--- src/rtl/pc_unit_pkg.sv ---
// Shared definitions for the program-counter stage: state codes,
// default vectors and address width.
package pc_unit_pkg;

  localparam int unsigned ADDR_W = 32;

  localparam logic [ADDR_W-1:0] DEF_RESET_VEC = 32'h0000_0000;
  localparam logic [ADDR_W-1:0] DEF_EXC_VEC   = 32'h0000_0080;

  typedef enum logic [1:0] {
    ST_BOOT   = 2'd0,
    ST_RUN    = 2'd1,
    ST_WAIT   = 2'd2,
    ST_HALTED = 2'd3
  } state_t;

endpackage

--- src/rtl/pc_next_sel.sv ---
// Next-PC priority mux for an accepted fetch (or a pending exception),
// including the redirect-target alignment check.
module pc_next_sel
  import pc_unit_pkg::*;
#(
  parameter logic [ADDR_W-1:0] EXC_VEC = DEF_EXC_VEC
) (
  input  logic              exc,
  input  logic              eret,
  input  logic              jump,
  input  logic              branch_taken,
  input  logic              halt,
  input  logic [ADDR_W-1:0] pc4,
  input  logic [ADDR_W-1:0] epc,
  input  logic [ADDR_W-1:0] jump_target,
  input  logic [ADDR_W-1:0] branch_target,
  output logic [ADDR_W-1:0] next_pc,
  output logic              take_exc,
  output logic              misaligned,
  output logic              go_halt
);

  logic              redirect;
  logic [ADDR_W-1:0] target;

  // Priority select: exception, eret, jump, branch, halt, sequential.
  // A misaligned redirect target turns into an exception entry.
  always_comb begin
    next_pc    = pc4;
    take_exc   = 1'b0;
    misaligned = 1'b0;
    go_halt    = 1'b0;
    redirect   = 1'b0;
    target     = '0;
    if (exc) begin
      next_pc  = EXC_VEC;
      take_exc = 1'b1;
    end else begin
      if (eret) begin
        redirect = 1'b1;
        target   = epc;
      end else if (jump) begin
        redirect = 1'b1;
        target   = jump_target;
      end else if (branch_taken) begin
        redirect = 1'b1;
        target   = branch_target;
      end else if (halt) begin
        go_halt = 1'b1;
      end
      if (redirect) begin
        if (target[1:0] != 2'b00) begin
          next_pc    = EXC_VEC;
          take_exc   = 1'b1;
          misaligned = 1'b1;
        end else begin
          next_pc = target;
        end
      end
    end
  end

endmodule

--- src/rtl/pc_unit.sv ---
// Program-counter stage: fetch handshake FSM, PC and EPC registers.
//
// state  | meaning
// BOOT   | first cycle after reset, no fetch issued
// RUN    | fetch requested at o_pc
// WAIT   | fetch requested, instruction memory stalled, PC held
// HALTED | parked after halt, no fetch, only an exception leaves
module pc_unit
  import pc_unit_pkg::*;
#(
  parameter logic [ADDR_W-1:0] RESET_VEC = DEF_RESET_VEC,
  parameter logic [ADDR_W-1:0] EXC_VEC   = DEF_EXC_VEC
) (
  input  logic              i_clk,
  input  logic              i_rst,
  input  logic [ADDR_W-1:0] i_pc4,
  input  logic              i_branch_taken,
  input  logic [ADDR_W-1:0] i_branch_target,
  input  logic              i_jump,
  input  logic [ADDR_W-1:0] i_jump_target,
  input  logic              i_eret,
  input  logic              i_halt,
  input  logic              i_exc,
  input  logic              i_imem_ready,
  output logic [ADDR_W-1:0] o_pc,
  output logic              o_pc_valid,
  output logic [ADDR_W-1:0] o_epc,
  output logic [1:0]        o_state,
  output logic              o_misaligned
);

  state_t            state, state_nx;
  logic [ADDR_W-1:0] pc_q, pc_nx, epc_q, epc_nx;
  logic              mis_q, mis_nx;
  logic [ADDR_W-1:0] sel_pc;
  logic              sel_exc, sel_mis, sel_halt;

  pc_next_sel #(.EXC_VEC(EXC_VEC)) u_sel (
    .exc           (i_exc),
    .eret          (i_eret),
    .jump          (i_jump),
    .branch_taken  (i_branch_taken),
    .halt          (i_halt),
    .pc4           (i_pc4),
    .epc           (epc_q),
    .jump_target   (i_jump_target),
    .branch_target (i_branch_target),
    .next_pc       (sel_pc),
    .take_exc      (sel_exc),
    .misaligned    (sel_mis),
    .go_halt       (sel_halt)
  );

  // State, PC, EPC and misalignment-pulse registers.
  always_ff @(posedge i_clk) begin
    if (i_rst) begin
      state <= ST_BOOT;
      pc_q  <= RESET_VEC;
      epc_q <= '0;
      mis_q <= 1'b0;
    end else begin
      state <= state_nx;
      pc_q  <= pc_nx;
      epc_q <= epc_nx;
      mis_q <= mis_nx;
    end
  end

  // Next state and register updates; an exception is taken in RUN/WAIT
  // even without a handshake, since it does not need the fetch.
  always_comb begin
    state_nx = state;
    pc_nx    = pc_q;
    epc_nx   = epc_q;
    mis_nx   = 1'b0;
    case (state)
      ST_BOOT: state_nx = ST_RUN;
      ST_RUN, ST_WAIT: begin
        if (i_exc || i_imem_ready) begin
          pc_nx    = sel_pc;
          mis_nx   = sel_mis;
          state_nx = sel_halt ? ST_HALTED : ST_RUN;
          if (sel_exc) epc_nx = pc_q;
        end else begin
          state_nx = ST_WAIT;
        end
      end
      ST_HALTED: begin
        if (i_exc) begin
          pc_nx    = EXC_VEC;
          epc_nx   = pc_q;
          state_nx = ST_RUN;
        end
      end
      default: state_nx = ST_BOOT;
    endcase
  end

  assign o_pc         = pc_q;
  assign o_epc        = epc_q;
  assign o_state      = state;
  assign o_misaligned = mis_q;
  assign o_pc_valid   = (state == ST_RUN) || (state == ST_WAIT);

endmodule
--- config.mk ---
export PLATFORM = sky130hd
export DESIGN_NAME = pc_unit
export DESIGN_NICKNAME = d
export VERILOG_FILES = /design/src/rtl/pc_unit_pkg.sv /design/src/rtl/pc_next_sel.sv /design/src/rtl/pc_unit.sv
export SDC_FILE = /design/constraint.sdc
export NUM_CORES = 1
export LEC_CHECK = 0
export BUFFER_PORTS_ARGS = -buffer_cell sky130_fd_sc_hd__buf_2
export CAP_MARGIN = 20
export CELL_PAD_IN_SITES_DETAIL_PLACEMENT = 1
export CELL_PAD_IN_SITES_GLOBAL_PLACEMENT = 1
export CORE_ASPECT_RATIO = 1.2
export CORE_MARGIN = 2
export CORE_UTILIZATION = 30
export DETAILED_ROUTE_END_ITERATION = 7
export PLACE_DENSITY = 0.88
export SKIP_CTS_REPAIR_TIMING = 1
export SYNTH_ARGS = -nofsm -noshare
export SYNTH_HDL_FRONTEND = slang
export SYNTH_HIERARCHICAL = 1
export SYNTH_SLANG_ARGS = --single-unit
--- constraint.sdc ---
create_clock -name i_clk -period 1.7 [get_ports i_clk]
set_input_delay 0 -clock i_clk [delete_from_list [all_inputs] [get_ports i_clk]]
set_output_delay 0 -clock i_clk [all_outputs]
set_load 0.01 [all_outputs]
==> flow_summary_export.csv <==
group,metric,value,unit
finish,drive_gt1_share,39.78,%
setup_path,path_class,"reg2reg",
place,gp_congestion,0.8565,
die,die_x,107.9,um
clock_tree,clkTransAtPathRegs,0.05,ns
min_path,min_path_cells,3,
setup_path,r2r-end,"o_epc[23]$_SDFFE_PP0P_",
detailed_routing,dr.pass1.iters,4,
detailed_routing,ant_nets,0,
finish,final_nets,753,
global_routing,track_usage,18.96,%
setup_path,ff2ff_setup_slack,-0.02,ns
detailed_routing,drt-total-wl,13270,um
global_routing,grt_max_degree,68,
die,die_h,128.7,um
outcome,status,"finished with violations",
synth,post_synth_most_frequent_cells,"dfxtp_1 (67), a21oi_1 (64), nand2_1 (63), nor2_1 (38), mux2i_1 (32)",
sta,clock_skew,0.003906,ns
detailed_routing,routedWlPerCell,16.26,um
place,dp_hpwl,9908,um
synth,synth_top_cell_area_share,34.52,%
setup_path,arrival,1.91,ns
clock_tree,cts_inserted_buffers,9,
synth,synth_area,3885,um^2
detailed_routing,drc,0,
synth,yosysTopAreaCell,"dfxtp_1",
global_routing,grt_util_met1,20.47,%
sta,hold_viol,0,
detailed_routing,drt-initial-drc-count,94,
setup_path,end_kind,"flop",
min_path,hp-start,"i_imem_ready",
detailed_routing,vias,4000,
pwr,p_leak,2.368,nW
global_routing,grt_pass1_vias,4212,
global_routing,met3_usage,3.749,%
setup_path,required,1.90,ns
finish,final-seq-area,1346,um^2
synth,yosysMostFrequentCell,"dfxtp_1",
finish,layout.core_utilization,41.78,%
clock_tree,cts_max_level,3,
clock_tree,cts_tree,"built",
clock_tree,clk_latency,0.32,ns
place,numPortBuffers,171,
sta,rsz0062_at_grt,"true",
job,cap_violations,0,
synth,syn-num-nets,587,
synth,synth_edf_count,0,
finish,area.growth.synth_to_final,36.23,%
finish,n_fill_cell,1586,
pwr,ir_drop,0.0003679,V
setup_path,crit_fanout,12,
global_routing,grt_overflow,0,
sta,slew_violations,0,
sta,setup_viol,1,
finish,multi_input_comb_area,2241,um^2
global_routing,use_met2,36.40,%
synth,synth_ff_type,"dfxtp_1",
synth,syn_inst,481,
global_routing,busiest_layer,"met2",
die,start_util,30.67,%
min_path,hp-class,"in2reg",
die,coreArea,12670,um^2
pwr,powerDensity,782.1,nW/um^2
sta,slew_headroom,68.37,%
synth,ys.warnings.count,6,
finish,final_area,5293,um^2
global_routing,antenna_found_initial,1,
outcome,violations,"setup timing",
synth,ys_seq_area_share,34.52,%
detailed_routing,drt-vias-per-instance,4.902,
min_path,holdPathEnd,"o_misaligned$_SDFF_PP0_",
die,rows,45,
clock_tree,cts_sinks,67,
sta,fin_ws,-0.01591,ns
sta,tightestPinTransition,0.4744,ns
clock_tree,cts_root_buf,"clkbuf_16",
synth,synth.avg_cell_area,8.077,um^2
setup_path,cp-start-kind,"flop",
global_routing,grt_pass1_wl,20790,um
sta,max_clock_freq,582.8,MHz
die,io-pin-count,172,
synth,synth-seq-cells,67,
synth,yosys.cell_types.count,32,
place,post_dp_cell_area,4943,um^2
synth,synthArstFlopShare,0,%
synth,synth_area_leaders,"dfxtp_1 (35%), a21oi_1 (8.2%), mux2i_1 (8.2%)",
setup_path,rr_worst_depth,9,
clock_tree,cts_buffer_depth,2,
setup_path,reg2reg_from,"o_epc[0]$_SDFFE_PP0P_",
sta,period_needed,1.716,ns
sta,period_share,100.9,%
die,die_area,13880,um^2
sta,setup_tns,-0.01591,ns
-- metrics by stage --
step	hold slack, ns	worst slack, ns	cells	total power [mW]
after global routing	0.05326	-0.1063	815	4.360
final	0.02158	-0.01591	816	4.139
after floorplan	0.1574	-0.1559	481	2.170
after detailed placement	0.3542	-0.1582	798	2.479
after CTS	0.005232	-0.1789	813	4.166
after global placement	0.3361	-0.04082	798	2.440
-- where the power goes --
part	internal, mW	switching, mW	total [mW]	leakage (nW)
Sequential	1.61	0.0293	1.64	0.543
Clock	1.01	0.638	1.65	0.132
Combinational	0.387	0.467	0.854	1.69
Total	3.00	1.13	4.14	2.37
-- kinds of logic (layout without fill, tap and decap cells) --
logic type	Yosys count	after routing	share of synthesized area, %
AO/OA/AOI/OAI	134	134	21.42
adder cells (fa/ha/maj)	2	2	0.6440
flip-flops	67	67	34.53
multiplexers	61	61	16.65
AND/OR/NAND/NOR	143	143	17.46
other	0	1	0
buffers and inverters	74	244	9.307
-- sequential cells by signal (all words and copies together) (netlist names) --
name and flops:
o_state 2, o_epc 32, o_misaligned 1, o_pc 32
-- layout by cell type, fill, tap and decap left out, drive strengths merged --
master / synthesis / routed
a211o: 2 / 2
a21oi: 93 / 93
a221o: 1 / 1
a221oi: 1 / 1
a31oi: 1 / 1
and2: 3 / 3
buf: 21 / 197
clkbuf: 21 / 12
clkinv: 0 / 3
dfxtp: 67 / 67
diode: 0 / 1
ha: 2 / 2
inv: 32 / 32
mux2: 29 / 29
mux2i: 32 / 32
nand2: 63 / 63
nand3b: 31 / 31
nor2: 38 / 38
nor2b: 2 / 2
nor3: 4 / 4
nor4: 1 / 1
o21ai: 34 / 34
o22a: 1 / 1
o22ai: 1 / 1
or3b: 1 / 1
-- per-layer routing --
metal,share of wire (%),vias up
li1,-,1957
met1,39,1898
met2,54,127
met3,5.0,18
met4,1.6,0
met5,0,-
-- how the worst max path moves through the flow --
stage,start,to,depth (start not counted)
6_report,o_epc[0]$_SDFFE_PP0P_,o_epc[23]$_SDFFE_PP0P_,9
4_1_cts,o_state[0]$_SDFFE_PP0P_,o_pc[12]$_SDFFE_PP0P_,5
3_3_place_gp,i_jump,o_epc[19]$_SDFFE_PP0P_,8
5_1_grt,o_epc[0]$_SDFFE_PP0P_,o_epc[23]$_SDFFE_PP0P_,9
3_5_place_dp,i_jump,o_epc[23]$_SDFFE_PP0P_,8
2_1_floorplan,o_epc[0]$_SDFFE_PP0P_,o_epc[1]$_SDFFE_PP0P_,9
-- area by class of cell --
class | instances | area share, %
timing repair buffer | 197 | 21.09
antenna | 1 | 0.04728
clock buffer | 12 | 4.657
tap | 164 | 3.877
sequential | 67 | 25.44
inverter | 32 | 2.269
clock inverter | 3 | 0.2837
multi-input combinational | 340 | 42.34
-- worst max-delay path, stage by stage, from the launching register on --
cell	delay (ns)
dfxtp_2	0.33
o21ai_2	0.15
o21ai_2	0.09
a211o_4	0.31
o21ai_4	0.08
a221oi_4	0.08
buf_6	0.14
buf_12	0.15
mux2i_2	0.19
nor2_1	0.07
No activity file was read; power rests on OpenSTA's default activity.
